$ cat config.mk
export PLATFORM = sky130hd
export DESIGN_NAME = fetch_pc_stage
export DESIGN_NICKNAME = d
export VERILOG_FILES = /design/src/rtl/fetch_pc_stage.sv
export SDC_FILE = /design/constraint.sdc
export NUM_CORES = 1
export LEC_CHECK = 0
export CAP_MARGIN = 20
export CELL_PAD_IN_SITES_DETAIL_PLACEMENT = 0
export CELL_PAD_IN_SITES_GLOBAL_PLACEMENT = 1
export CORE_MARGIN = 2
export CORE_UTILIZATION = 35
export DETAILED_ROUTE_END_ITERATION = 12
export GPL_TIMING_DRIVEN = 1
export PLACE_DENSITY = 0.81
export SKIP_CTS_REPAIR_TIMING = 1
export SLEW_MARGIN = 20
export SYNTH_ARGS = -nofsm -noshare
export SYNTH_HDL_FRONTEND = slang
export SYNTH_SLANG_ARGS = --single-unit
$ cat constraint.sdc
create_clock -name clk -period 3.5 [get_ports clk]
set_input_delay 0.35 -clock clk [delete_from_list [all_inputs] [get_ports clk]]
set_output_delay 0.35 -clock clk [all_outputs]
set_load 0.02 [all_outputs]
$ cat src/rtl/fetch_pc_stage.sv
// Instruction-fetch stage: owns the PC, issues one imem request at a time,
// and hands fetched instructions to decode over a valid/ready handshake.
module fetch_pc_stage #(
  parameter logic [63:0] RESET_PC = 64'h0,
  parameter logic [63:0] PC_STEP  = 64'd4
) (
  input  logic        clk,
  input  logic        rst_n,
  output logic [63:0] add_a,
  output logic [63:0] add_b,
  input  logic [63:0] add_out,
  output logic        imem_req,
  output logic [63:0] imem_addr,
  input  logic        imem_rvalid,
  input  logic [31:0] imem_rdata,
  input  logic        redirect_valid,
  input  logic [63:0] redirect_pc,
  output logic        if_valid,
  output logic [63:0] if_pc,
  output logic [31:0] if_instr,
  input  logic        if_ready,
  output logic [31:0] fetch_cnt
);

  typedef enum logic [1:0] {
    BOOT  = 2'd0,
    FETCH = 2'd1,
    DRAIN = 2'd2,
    HOLD  = 2'd3
  } state_t;

  state_t      state_q;
  logic [63:0] pc_q;
  logic [63:0] pend_q;
  logic [63:0] if_pc_q;
  logic [31:0] if_instr_q;
  logic [31:0] cnt_q;
  logic [63:0] tgt;

  assign tgt = {redirect_pc[63:2], 2'b00};

  always_ff @(posedge clk or negedge rst_n) begin
    if (!rst_n) begin
      state_q    <= BOOT;
      pc_q       <= RESET_PC;
      pend_q     <= 64'h0;
      if_pc_q    <= 64'h0;
      if_instr_q <= 32'h0;
      cnt_q      <= 32'h0;
    end else begin
      unique case (state_q)
        BOOT: begin
          if (redirect_valid) pc_q <= tgt;
          state_q <= FETCH;
        end
        FETCH: begin
          if (imem_rvalid && !redirect_valid) begin
            if_instr_q <= imem_rdata;
            if_pc_q    <= pc_q;
            pc_q       <= add_out;
            state_q    <= HOLD;
          end else if (imem_rvalid) begin
            pc_q <= tgt;
          end else if (redirect_valid) begin
            pend_q  <= tgt;
            state_q <= DRAIN;
          end
        end
        DRAIN: begin
          // Response to the abandoned request must still be consumed.
          if (imem_rvalid) begin
            pc_q    <= redirect_valid ? tgt : pend_q;
            state_q <= FETCH;
          end else if (redirect_valid) begin
            pend_q <= tgt;
          end
        end
        HOLD: begin
          if (redirect_valid) begin
            pc_q    <= tgt;
            state_q <= FETCH;
          end else if (if_ready) begin
            cnt_q   <= cnt_q + 32'd1;
            state_q <= FETCH;
          end
        end
        default: state_q <= BOOT;
      endcase
    end
  end

  assign add_a     = pc_q;
  assign add_b     = PC_STEP;
  assign imem_addr = pc_q;
  assign imem_req  = (state_q == FETCH);
  assign if_valid  = (state_q == HOLD);
  assign if_pc     = if_pc_q;
  assign if_instr  = if_instr_q;
  assign fetch_cnt = cnt_q;

endmodule

### Word level (Yosys, flattened, before mapping)

Cells that the tools add are included.
W data, S select, Z words.

* register bits after elaboration: 258

* reductions and logical operators: 10
* equal/unequal tests: 10
* mux-type cells: 16
* add/sub/neg operators: 1
* bitwise gates (word level): 1

Operator list (count)
* $mux W64: 7
* $pmux W64 S3: 1
* $pmux W64 S2: 1
* $add A32 B1 Y32 const B: 1
* $mux W2: 6
* $pmux W2 S4: 1
* $ne A3 B1 Y1 const B: 2
* $ne A3 B2 Y1 const B: 2
* $reduce_and A3 Y1: 2
* $eq A2 B2 Y1 const B: 2
* $ne A2 B2 Y1 const B: 2
* $reduce_and A2 Y1: 2
* $reduce_and A4 Y1: 1
* $eq A2 B1 Y1 const B: 1
* $logic_not A2 Y1: 1
* $ne A2 B1 Y1 const B: 1
* $reduce_bool A2 Y1: 1
* $reduce_or A2 Y1: 1
* $logic_and A1 B1 Y1: 1
* $logic_not A1 Y1: 1
* $not A1 Y1: 1

### Longest topological paths before layout

Gate-level depths: netlist of run 1.

* depth after elaboration: 4
* gate-level depth with buffers: 8
* mapped depth without buffers: 6

### Worst setup path after synthesis of run 1

OpenSTA, ideal clock, no wires.

* kind: reg-to-reg
* start point: reg state_q[0]
* end point: reg cnt_q[11], in the netlist fetch_cnt[11]
* slack: 1564 ps
* clock period less this slack: 1936 ps
* data required time: 3420 ps
* setup time: 80 ps
* arrival: 1856 ps
* stages on the path, launching flop included: 8
* buffers on the path: 2
* cells stage by stage: dfrtp_1 -> ha_1 -> nand3b_4 -> or2_2 -> buf_2 -> buf_6 -> nor4_1 -> xnor2_1

* cells in the longest elaborated chain, start to end: 2

RTL lines
* start, declared: RTL line 32 `state_t state_q;`
* start signal, assigned: RTL line 44 `state_q <= BOOT;`
* start signal, assigned: RTL line 54 `state_q <= FETCH;`
* start signal, assigned: RTL line 61 `state_q <= HOLD;`
* $eq A2 B2 Y1
* named net if_valid: RTL line 18 `output logic if_valid,`
* $reduce_and A3 Y1 (no line)
* end signal, assigned: RTL line 83 `cnt_q <= cnt_q + 32'd1;`
* end, declared: RTL line 37 `logic [31:0] cnt_q;`

The timed path passes the listed nets, and every way through them passes these cells.
A chain may end at the register's enable or synchronous reset.

### Final worst setup path of run 1

* start point: reg state_q[1]
* end point: out imem_req

* cells in the longest elaborated chain, start to end: 1

RTL lines
* $eq A2 B1 Y1: RTL line 95 `assign imem_req = (state_q == FETCH);`
* end, declared: RTL line 12 `output logic imem_req,`

Every way passes these cells.

==> results of run 1 <==
-- report_power, final --
part	internal [mW]	total (mW)	switching (mW)
clock	1.80	2.98	1.18
combinational	4.02	8.15	4.12
sequential	4.38	5.41	1.04
-- metrics by stage --
stage	util (%)	setup slack [ps]	cells	power [mW]	hold WS [ps]
after floorplan	-	1560	1113	10.2	54.4
after CTS	49.4	1030	1872	16.7	-167
after detailed placement	46.7	877	1823	13.7	415
after global routing	49.4	990	1874	17.5	418
after global placement	46.7	903	1823	13.6	414
final	49.4	1070	1876	16.5	389
-- state kept, by name (all words and copies together), names as in the netlist --
| name | flops |
|---|---|
| pend_q | 64 |
| if_pc | 64 |
| add_a | 64 |
| fetch_cnt | 32 |
| state_q | 2 |
| if_instr | 32 |
-- Yosys cell counts (all sizes together) --
cell,count
nand4,7
a2bb2oi,1
o22a,1
nor2,72
mux2,221
inv,11
dfrtp,258
or2,2
buf,158
nand2b,1
conb,2
nand3,6
ha,5
a21oi,4
nand3b,1
a31oi,62
and4,1
a22oi,63
xnor2,11
a32oi,2
nor2b,3
clkbuf,33
or4,2
nor4,14
o21ai,2
nor3,10
xor2,20
nand2,76
o32ai,1
nand4b,1
-- routing by layer --
layer  routed length [um]  GRT usage [%]  part of all wire (%)
met1                14000           22.9                    41
met2                17200           30.3                    50
met3                 2320           3.20                   6.7
met4                  949           5.90                   2.8
met5                   13              0                 0.038
-- final timing paths --
check                                          startpoint  cells past startpoint  slack (ps)                         to
worst max-delay path               state_q[1]$_DFFE_PN0P_                      3        1070                   imem_req
worst min-delay path                                rst_n                      2         390    if_instr[1]$_DFFE_PN0P_
worst max register to register     state_q[0]$_DFFE_PN0P_                      6        1350      add_a[40]$_DFFE_PN0P_
worst min register to register  fetch_cnt[31]$_DFFE_PN0P_                      1         470  fetch_cnt[31]$_DFFE_PN0P_
max in group asynchronous                           rst_n                      3        2200   if_instr[26]$_DFFE_PN0P_
min in group clk                           imem_rdata[31]                      2         420   if_instr[31]$_DFFE_PN0P_
-- critical path, stage by stage (launching register included) --
cell and delay (ps):
sky130_fd_sc_hd__dfrtp_1 410, sky130_fd_sc_hd__inv_1 120, sky130_fd_sc_hd__ha_1 310, sky130_fd_sc_hd__clkdlybuf4s50_1 700
-- area by class of cell --
cell class	count	area (um2)	share of cell area (%)
Clock inverter	6	80.1	0.459
Antenna cell	3	7.51	0.0430
Inverter	11	41.3	0.237
Multi-Input combinational cell	653	5040	28.9
Clock buffer	43	848	4.86
Sequential cell	258	6460	37.0
Timing Repair Buffer	441	4390	25.2
Tap cell	461	577	3.31
-- cells by family after synthesis --
| kind of cell | count (synthesis) | share of synthesized area [%] |
|---|---|---|
| flip-flops | 258 | 51.7 |
| XOR/XNOR | 31 | 2.17 |
| AND/OR/NAND/NOR | 196 | 7.82 |
| buffers and inverters | 202 | 10.3 |
| adder cells (fa/ha/maj) | 5 | 0.501 |
| multiplexers | 221 | 19.9 |
| other | 2 | 0.0602 |
| AO/OA/AOI/OAI | 136 | 7.49 |
==> flow_metrics.tcl, run 1 <==
set metrics [dict create \
    vdd_drop_max_v 0.000508 \
    syn_to_final_growth_pct 39.7 \
    grt_overflow_total 0 \
    period_utilization_post_route_pct 69.5 \
    period_needed_ps 2430 \
    clockBufferDepth 3 \
    unrepaired_setup_endpoints_after_global_routing "no" \
    floorplan.initialDensity_pct 35.4 \
    clk_latency_ps 540 \
    floorplan.core_area_mm2 0.0353 \
    critical_path_class "flop to primary output" \
    clock.fmax_mhz 411 \
    grt_pass1_vias 9145 \
    drv_slew 0 \
    layout_commonest_cell "sky130_fd_sc_hd__clkdlybuf4s50_1" \
    max_slew.worst_pin.slew_ps 712 \
    yosys_register_bits 258 \
    synthCells 1051 \
    post_drt_wl_per_cell_um 18.4 \
    postRouteAntennaNets 0 \
    cts_inserted_buffers 29 \
    place_congestion 0.765 \
    rows 69 \
    outcome "finished, final reports clean" \
    postRouteWirelength_mm 34.5 \
    synth.yosys.seq_area_share_pct 51.7 \
    synth.largest_area_cell "sky130_fd_sc_hd__dfrtp_1" \
    crit_fanout 5 \
    max_cap_viol_count 0 \
    syn_area_mm2 0.0125 \
    clock_sink_count 258 \
    critPathCaptureType "primary output" \
    detail_route.drc_violations 0 \
    syn_avg_cell_area_um2 11.9 \
    vias 9137 \
    power.static_leakage_nw 7.27 \
    antenna_found_initial 3 \
    numPortBuffers 420 \
    dr.first_iter.drc_count 376 \
    tns_ps 0 \
    htreeDepth 1 \
    synth_largest_type_area_fraction_pct 51.7 \
    required_ps 3150 \
    mostFrequentLayoutCells "sky130_fd_sc_hd__clkdlybuf4s50_1 (419), sky130_fd_sc_hd__dfrtp_1 (258), sky130_fd_sc_hd__mux2_2 (221), sky130_fd_sc_hd__nand2_1 (75), sky130_fd_sc_hd__nor2_1 (70)" \
    total_of_endpoints_with_negative_setup_slack_in_the_final_report 0 \
    dieHeight_um 193 \
    die-area_mm2 0.0372 \
    largest_net_degree_at_the_start_of_global_routing 84 \
    cts.reportedPaths.clkPinSlew_ps 60 \
    cts_root_buffer "sky130_fd_sc_hd__clkbuf_16" \
    dpl-instance-area_mm2 0.0165 \
    hold_class "primary input to asynchronous set/reset pin" \
    headroom_to_the_max_slew_limit_pct 52.5 \
    tritoncts_clock_tree "yes" \
    worst_path_arrival_ps 2080 \
    global_route_wire_length_before_repair_mm 52.1 \
    report.final.hold_viol_count 0 \
    yosysUniqueCellTypes 38 \
    final_design_area_no_fill_mm2 0.0174 \
    drive_gt1_share_pct 21.7 \
    synth_area_leaders "sky130_fd_sc_hd__dfrtp_1 (52%), sky130_fd_sc_hd__mux2_2 (20%), sky130_fd_sc_hd__buf_4 (7.7%), sky130_fd_sc_hd__a22oi_1 (3.8%), sky130_fd_sc_hd__a31oi_1 (3.1%)" \
    num-nets-final 1564 \
    cp-start-kind "flop" \
    finalClockSkew_ps 11.9 \
    dp_hpwl_mm 24.3 \
    synthesis.yosys.warnings 0 \
    drt-pass1-iter-count 4 \
    via_count_normalized_by_instance_count 4.87 \
    fillers 3123 \
    die_width_um 193 \
    ios 487 \
    p_per_area_mw_per_mm2 948 \
    track_usage_pct 17.8 \
]
Note: power is estimated with default switching activity, not from simulation.
==> run 2: changes to the inputs <==
- CORE_UTILIZATION: 35 -> 34
- PLACE_DENSITY: 0.81 -> 0.79
- clock period: 3.5 -> 2.3 ns (I/O delays scaled with it)
==> flow_metrics.tcl, run 2 (synthesis results as in run 1) <==
set metrics [dict create \
    clock_sink_count 258 \
    clk_latency_ps 560 \
    dr.first_iter.drc_count 269 \
    vias 9148 \
    clock.fmax_mhz 502 \
    max_cap_viol_count 0 \
    critPathCaptureType "flop" \
    floorplan.initialDensity_pct 34.3 \
    via_count_normalized_by_instance_count 4.83 \
    p_switching_mw 9.76 \
    largest_net_degree_at_the_start_of_global_routing 71 \
    htreeDepth 1 \
    worst-path-buf-inv 0 \
    crit_fanout 8 \
    dieHeight_um 196 \
    dp_hpwl_mm 24.9 \
    critPathTopFamily "simple AND/OR/NAND/NOR gates" \
    clockBufferDepth 3 \
    cts_inserted_buffers 29 \
    total_of_endpoints_with_negative_setup_slack_in_the_final_report 0 \
    max_slew.worst_pin.slew_ps 542 \
    post_drt_wl_per_cell_um 18.5 \
    rows 70 \
    p_per_area_mw_per_mm2 1430 \
    switching_share_pct 38.7 \
    syn_to_final_growth_pct 41.4 \
    regToRegStartpoint "fetch_cnt[13]$_DFFE_PN0P_" \
    floorplan.core_area_mm2 0.0363 \
    worst_path_arrival_ps 2460 \
    cp-start-kind "flop" \
    drv_slew 0 \
    regToRegEndpoint "fetch_cnt[26]$_DFFE_PN0P_" \
    required_ps 2770 \
    clockPowerShare_pct 17.0 \
    drive_gt1_share_pct 21.9 \
    global_route_wire_length_before_repair_mm 54.1 \
    vdd_drop_max_v 0.000793 \
    critical-path-max-stage-delay_ps 790 \
    rr_worst_depth 4 \
    combinationalPowerShare_pct 50.3 \
    track_usage_pct 17.9 \
    postRouteWirelength_mm 35.1 \
    final_design_area_no_fill_mm2 0.0176 \
    power_frac_seq_pct 32.7 \
    tritoncts_clock_tree "yes" \
    period_needed_ps 1990 \
    ios 487 \
    r2r_setup_slack_ps 310 \
    layout_commonest_cell "sky130_fd_sc_hd__clkdlybuf4s50_1" \
    numPortBuffers 420 \
    finalClockSkew_ps 14.6 \
    critical_path_class "flop to flop" \
    place_congestion 0.789 \
    mostFrequentLayoutCells "sky130_fd_sc_hd__clkdlybuf4s50_1 (417), sky130_fd_sc_hd__dfrtp_1 (258), sky130_fd_sc_hd__mux2_2 (221), sky130_fd_sc_hd__nand2_1 (75), sky130_fd_sc_hd__nor2_1 (70)" \
    unrepaired_setup_endpoints_after_global_routing "no" \
    grt_overflow_total 0 \
    detail_route.drc_violations 0 \
    drt-pass1-iter-count 4 \
    cp_cell_instances "nand4_2 > or4_1 > nor4_2 > xor2_1" \
    cts_root_buffer "sky130_fd_sc_hd__clkbuf_16" \
    report.final.hold_viol_count 0 \
    die_width_um 196 \
    outcome "finished, final reports clean" \
    antenna_found_initial 2 \
    power.static_leakage_nw 7.36 \
    cellInternalPower_mw 15.5 \
    post-route-util_pct 48.6 \
    cts.reportedPaths.clkPinSlew_ps 60 \
    postRouteAntennaNets 0 \
    hold_class "primary input to asynchronous set/reset pin" \
    num-nets-final 1575 \
    critical_path.slowest_cell "sky130_fd_sc_hd__or4_1" \
    grt_pass1_vias 9463 \
    die-area_mm2 0.0383 \
    period_utilization_post_route_pct 86.5 \
    dpl-instance-area_mm2 0.0168 \
    headroom_to_the_max_slew_limit_pct 63.9 \
]
run 2: worst max-delay path by stage:
| stage | from | slack, ps | cells after the start | endpoint |
|---|---|---|---|---|
| 2_1_floorplan | state_q[0]$_DFFE_PN0P_ | 360 | 7 | fetch_cnt[11]$_DFFE_PN0P_ |
| 3_3_place_gp | redirect_valid | 190 | 7 | add_a[16]$_DFFE_PN0P_ |
| 3_5_place_dp | redirect_valid | 150 | 7 | add_a[9]$_DFFE_PN0P_ |
| 4_1_cts | state_q[1]$_DFFE_PN0P_ | -90 | 3 | imem_req |
| 5_1_grt | fetch_cnt[13]$_DFFE_PN0P_ | 140 | 4 | fetch_cnt[25]$_DFFE_PN0P_ |
| 6_report | fetch_cnt[13]$_DFFE_PN0P_ | 310 | 4 | fetch_cnt[26]$_DFFE_PN0P_ |
run 2: power groups by stage:
stage	clock (mW)	combinational, mW	sequential (mW)
finish	4.29	12.7	8.24
CTS	4.44	12.9	8.29
global placement	0	12.7	8.25
detailed placement	0	12.9	8.36
floorplan	0	5.85	9.69
global route	4.63	13.5	8.57
run 2: area by class of cell:
cell class	instances	area, um2
Fill cell	3322	18700
Sequential cell	258	6460
Multi-Input combinational cell	653	5040
Timing Repair Buffer	452	4660
Clock buffer	49	851
Tap cell	468	586
Inverter	11	41.3
Clock inverter	2	13.8
Antenna cell	2	5.00
run 2: metrics by stage:
| stage | cells | worst slack [ps] | hold slack, ps | TNS, ps | total power, mW |
|---|---|---|---|---|---|
| 2_1_floorplan | 1113 | 364 | -65.6 | 0 | 15.5 |
| 3_3_place_gp | 1841 | 187 | 230 | 0 | 20.9 |
| 3_5_place_dp | 1841 | 151 | 229 | 0 | 21.2 |
| 4_1_cts | 1892 | -92.4 | -374 | -92.4 | 25.6 |
| 5_1_grt | 1895 | 138 | 258 | 0 | 26.7 |
| 6_report | 1895 | 310 | 223 | 0 | 25.2 |
run 2: routing by layer:
layer,share of wire (%),track usage (%),vias to the layer above,routed length (um)
met1,42,22.2,4560,14600
met2,50,31.2,298,17500
li1,-,-,4235,-
met4,2.7,5.32,0,953
met5,0,0,-,0
met3,5.8,3.82,55,2030
==> run 3: changes to the inputs <==
- CAP_MARGIN: 20 -> 10
- CORE_ASPECT_RATIO: unset -> 1.25
==> flow_metrics.tcl, run 3 (synthesis results as in run 1) <==
set metrics [dict create \
    mostFrequentLayoutCells "sky130_fd_sc_hd__clkdlybuf4s50_1 (417), sky130_fd_sc_hd__dfrtp_1 (258), sky130_fd_sc_hd__mux2_2 (221), sky130_fd_sc_hd__nand2_1 (75), sky130_fd_sc_hd__nor2_1 (70)" \
    r2r_setup_slack_ps 290 \
    outcome "finished, final reports clean" \
    global_route_wire_length_before_repair_mm 54.5 \
    postRouteAntennaNets 0 \
    fillers 3198 \
    clock.fmax_mhz 484 \
    max_cap_viol_count 0 \
    floorplan.initialDensity_pct 34.5 \
    dr.first_iter.drc_count 390 \
    syn_to_final_growth_pct 42.6 \
    htreeDepth 1 \
    grt_overflow_total 0 \
    max_slew.worst_pin.slew_ps 642 \
    regToRegStartpoint "fetch_cnt[13]$_DFFE_PN0P_" \
    period_utilization_post_route_pct 89.8 \
    unrepaired_setup_endpoints_after_global_routing "no" \
    critPathCaptureType "primary output" \
    dp_cells 1851 \
    critical_path_class "flop to primary output" \
    cts_root_buffer "sky130_fd_sc_hd__clkbuf_16" \
    hold_class "primary input to asynchronous set/reset pin" \
    cts_inserted_buffers 29 \
    rr_worst_depth 4 \
    vdd_drop_max_v 0.000931 \
    cp.depth 1 \
    critical_path.slowest_cell "sky130_fd_sc_hd__clkdlybuf4s50_1" \
    post-place-ws_ps 76.7 \
    via_count_normalized_by_instance_count 4.80 \
    multi_input_area_mm2 0.00504 \
    fin_worst_hold_slack_ps 261 \
    grt_pass1_vias 9460 \
    cp_cell_instances "clkdlybuf4s50_1" \
    clock_sink_count 258 \
    numPortBuffers 420 \
    layout_commonest_cell "sky130_fd_sc_hd__clkdlybuf4s50_1" \
    ios 487 \
    report.final.hold_viol_count 0 \
    track_usage_pct 18.1 \
    num-nets-final 1573 \
    cts.reportedPaths.clkPinSlew_ps 60 \
    post_route_setup_slack_ps 234 \
    regToRegEndpoint "fetch_cnt[31]$_DFFE_PN0P_" \
    rows 78 \
    period_needed_ps 2070 \
    finalClockSkew_ps 11.9 \
    die-area_mm2 0.0383 \
    detail_route.drc_violations 0 \
    crit_fanout 4 \
    drt-pass1-iter-count 4 \
    largest_net_degree_at_the_start_of_global_routing 72 \
    dieHeight_um 218 \
    required_ps 2070 \
    worst_path_arrival_ps 1840 \
    post_drt_wl_per_cell_um 18.8 \
    p_per_area_mw_per_mm2 1450 \
    floorplan.core_area_mm2 0.0362 \
    headroom_to_the_max_slew_limit_pct 57.2 \
    place_congestion 0.778 \
    cp-start-kind "flop" \
    worst-path-buf-inv 1 \
    vias 9154 \
    die_width_um 175 \
    dp_hpwl_mm 24.7 \
    post_layout_nonfiller_instances 1906 \
    critPathTopFamily "buffers and inverters" \
    antenna_found_initial 3 \
    area_of_all_sequential_standard_cells_mm2 0.00646 \
    postRouteWirelength_mm 35.9 \
    clk_latency_ps 550 \
    power.static_leakage_nw 7.44 \
    critical-path-max-stage-delay_ps 690 \
    clockBufferDepth 3 \
    drive_gt1_share_pct 22.8 \
    drv_slew 0 \
    tritoncts_clock_tree "yes" \
    total_of_endpoints_with_negative_setup_slack_in_the_final_report 0 \
]
-- run 3: cell count changes in the layout (fill, tap and decap cells not counted) --
cell / delta
sky130_fd_sc_hd__clkbuf_1: -13
sky130_fd_sc_hd__clkinv_2: +5
sky130_fd_sc_hd__buf_4: -4
sky130_fd_sc_hd__bufinv_16: +3
sky130_fd_sc_hd__buf_12: +2
sky130_fd_sc_hd__clkbuf_8: +2
sky130_fd_sc_hd__clkinv_4: +2
sky130_fd_sc_hd__clkinvlp_4: +2
-- run 3: through the flow --
step	utilization [%]	TNS, ps	power (mW)	instance area [um2]
4_1_cts	49.1	-109	26.1	17800
2_1_floorplan	-	0	15.5	12700
3_3_place_gp	46.4	0	21.0	16800
5_1_grt	49.2	0	27.3	17800
6_report	49.2	0	25.8	17800
3_5_place_dp	46.4	0	21.2	16800
-- run 3: final cells by class --
class | instances | share of cell area [%]
Tap cell | 480 | 3.37
Clock inverter | 14 | 0.907
Sequential cell | 258 | 36.3
Clock buffer | 38 | 4.66
Multi-Input combinational cell | 653 | 28.3
Timing Repair Buffer | 450 | 26.2
Antenna cell | 2 | 0.0281
Inverter | 11 | 0.232
-- run 3: worst max path at each step --
stage / startpoint / endpoint / slack (ps)
floorplan: state_q[0]$_DFFE_PN0P_ / fetch_cnt[11]$_DFFE_PN0P_ / 360
global placement: redirect_valid / add_a[17]$_DFFE_PN0P_ / 110
detailed placement: redirect_valid / if_pc[60]$_DFFE_PN0P_ / 80
CTS: state_q[1]$_DFFE_PN0P_ / imem_req / -110
global route: fetch_cnt[14]$_DFFE_PN0P_ / fetch_cnt[25]$_DFFE_PN0P_ / 120
finish: add_a[19]$_DFFE_PN0P_ / imem_addr[19] / 230
-- run 3: metal layers --
layer / share of wire (%) / GRT usage [%]
met1: 39 / 21.5
met2: 51 / 32.5
met3: 6.3 / 3.11
met4: 3.4 / 7.14
met5: 0.031 / 0
-- run 3: power breakdown --
part	total (mW)	switching [mW]	internal (mW)
registers	8.32	1.66	6.65
clock network	4.77	1.90	2.87
logic	12.7	6.37	6.32
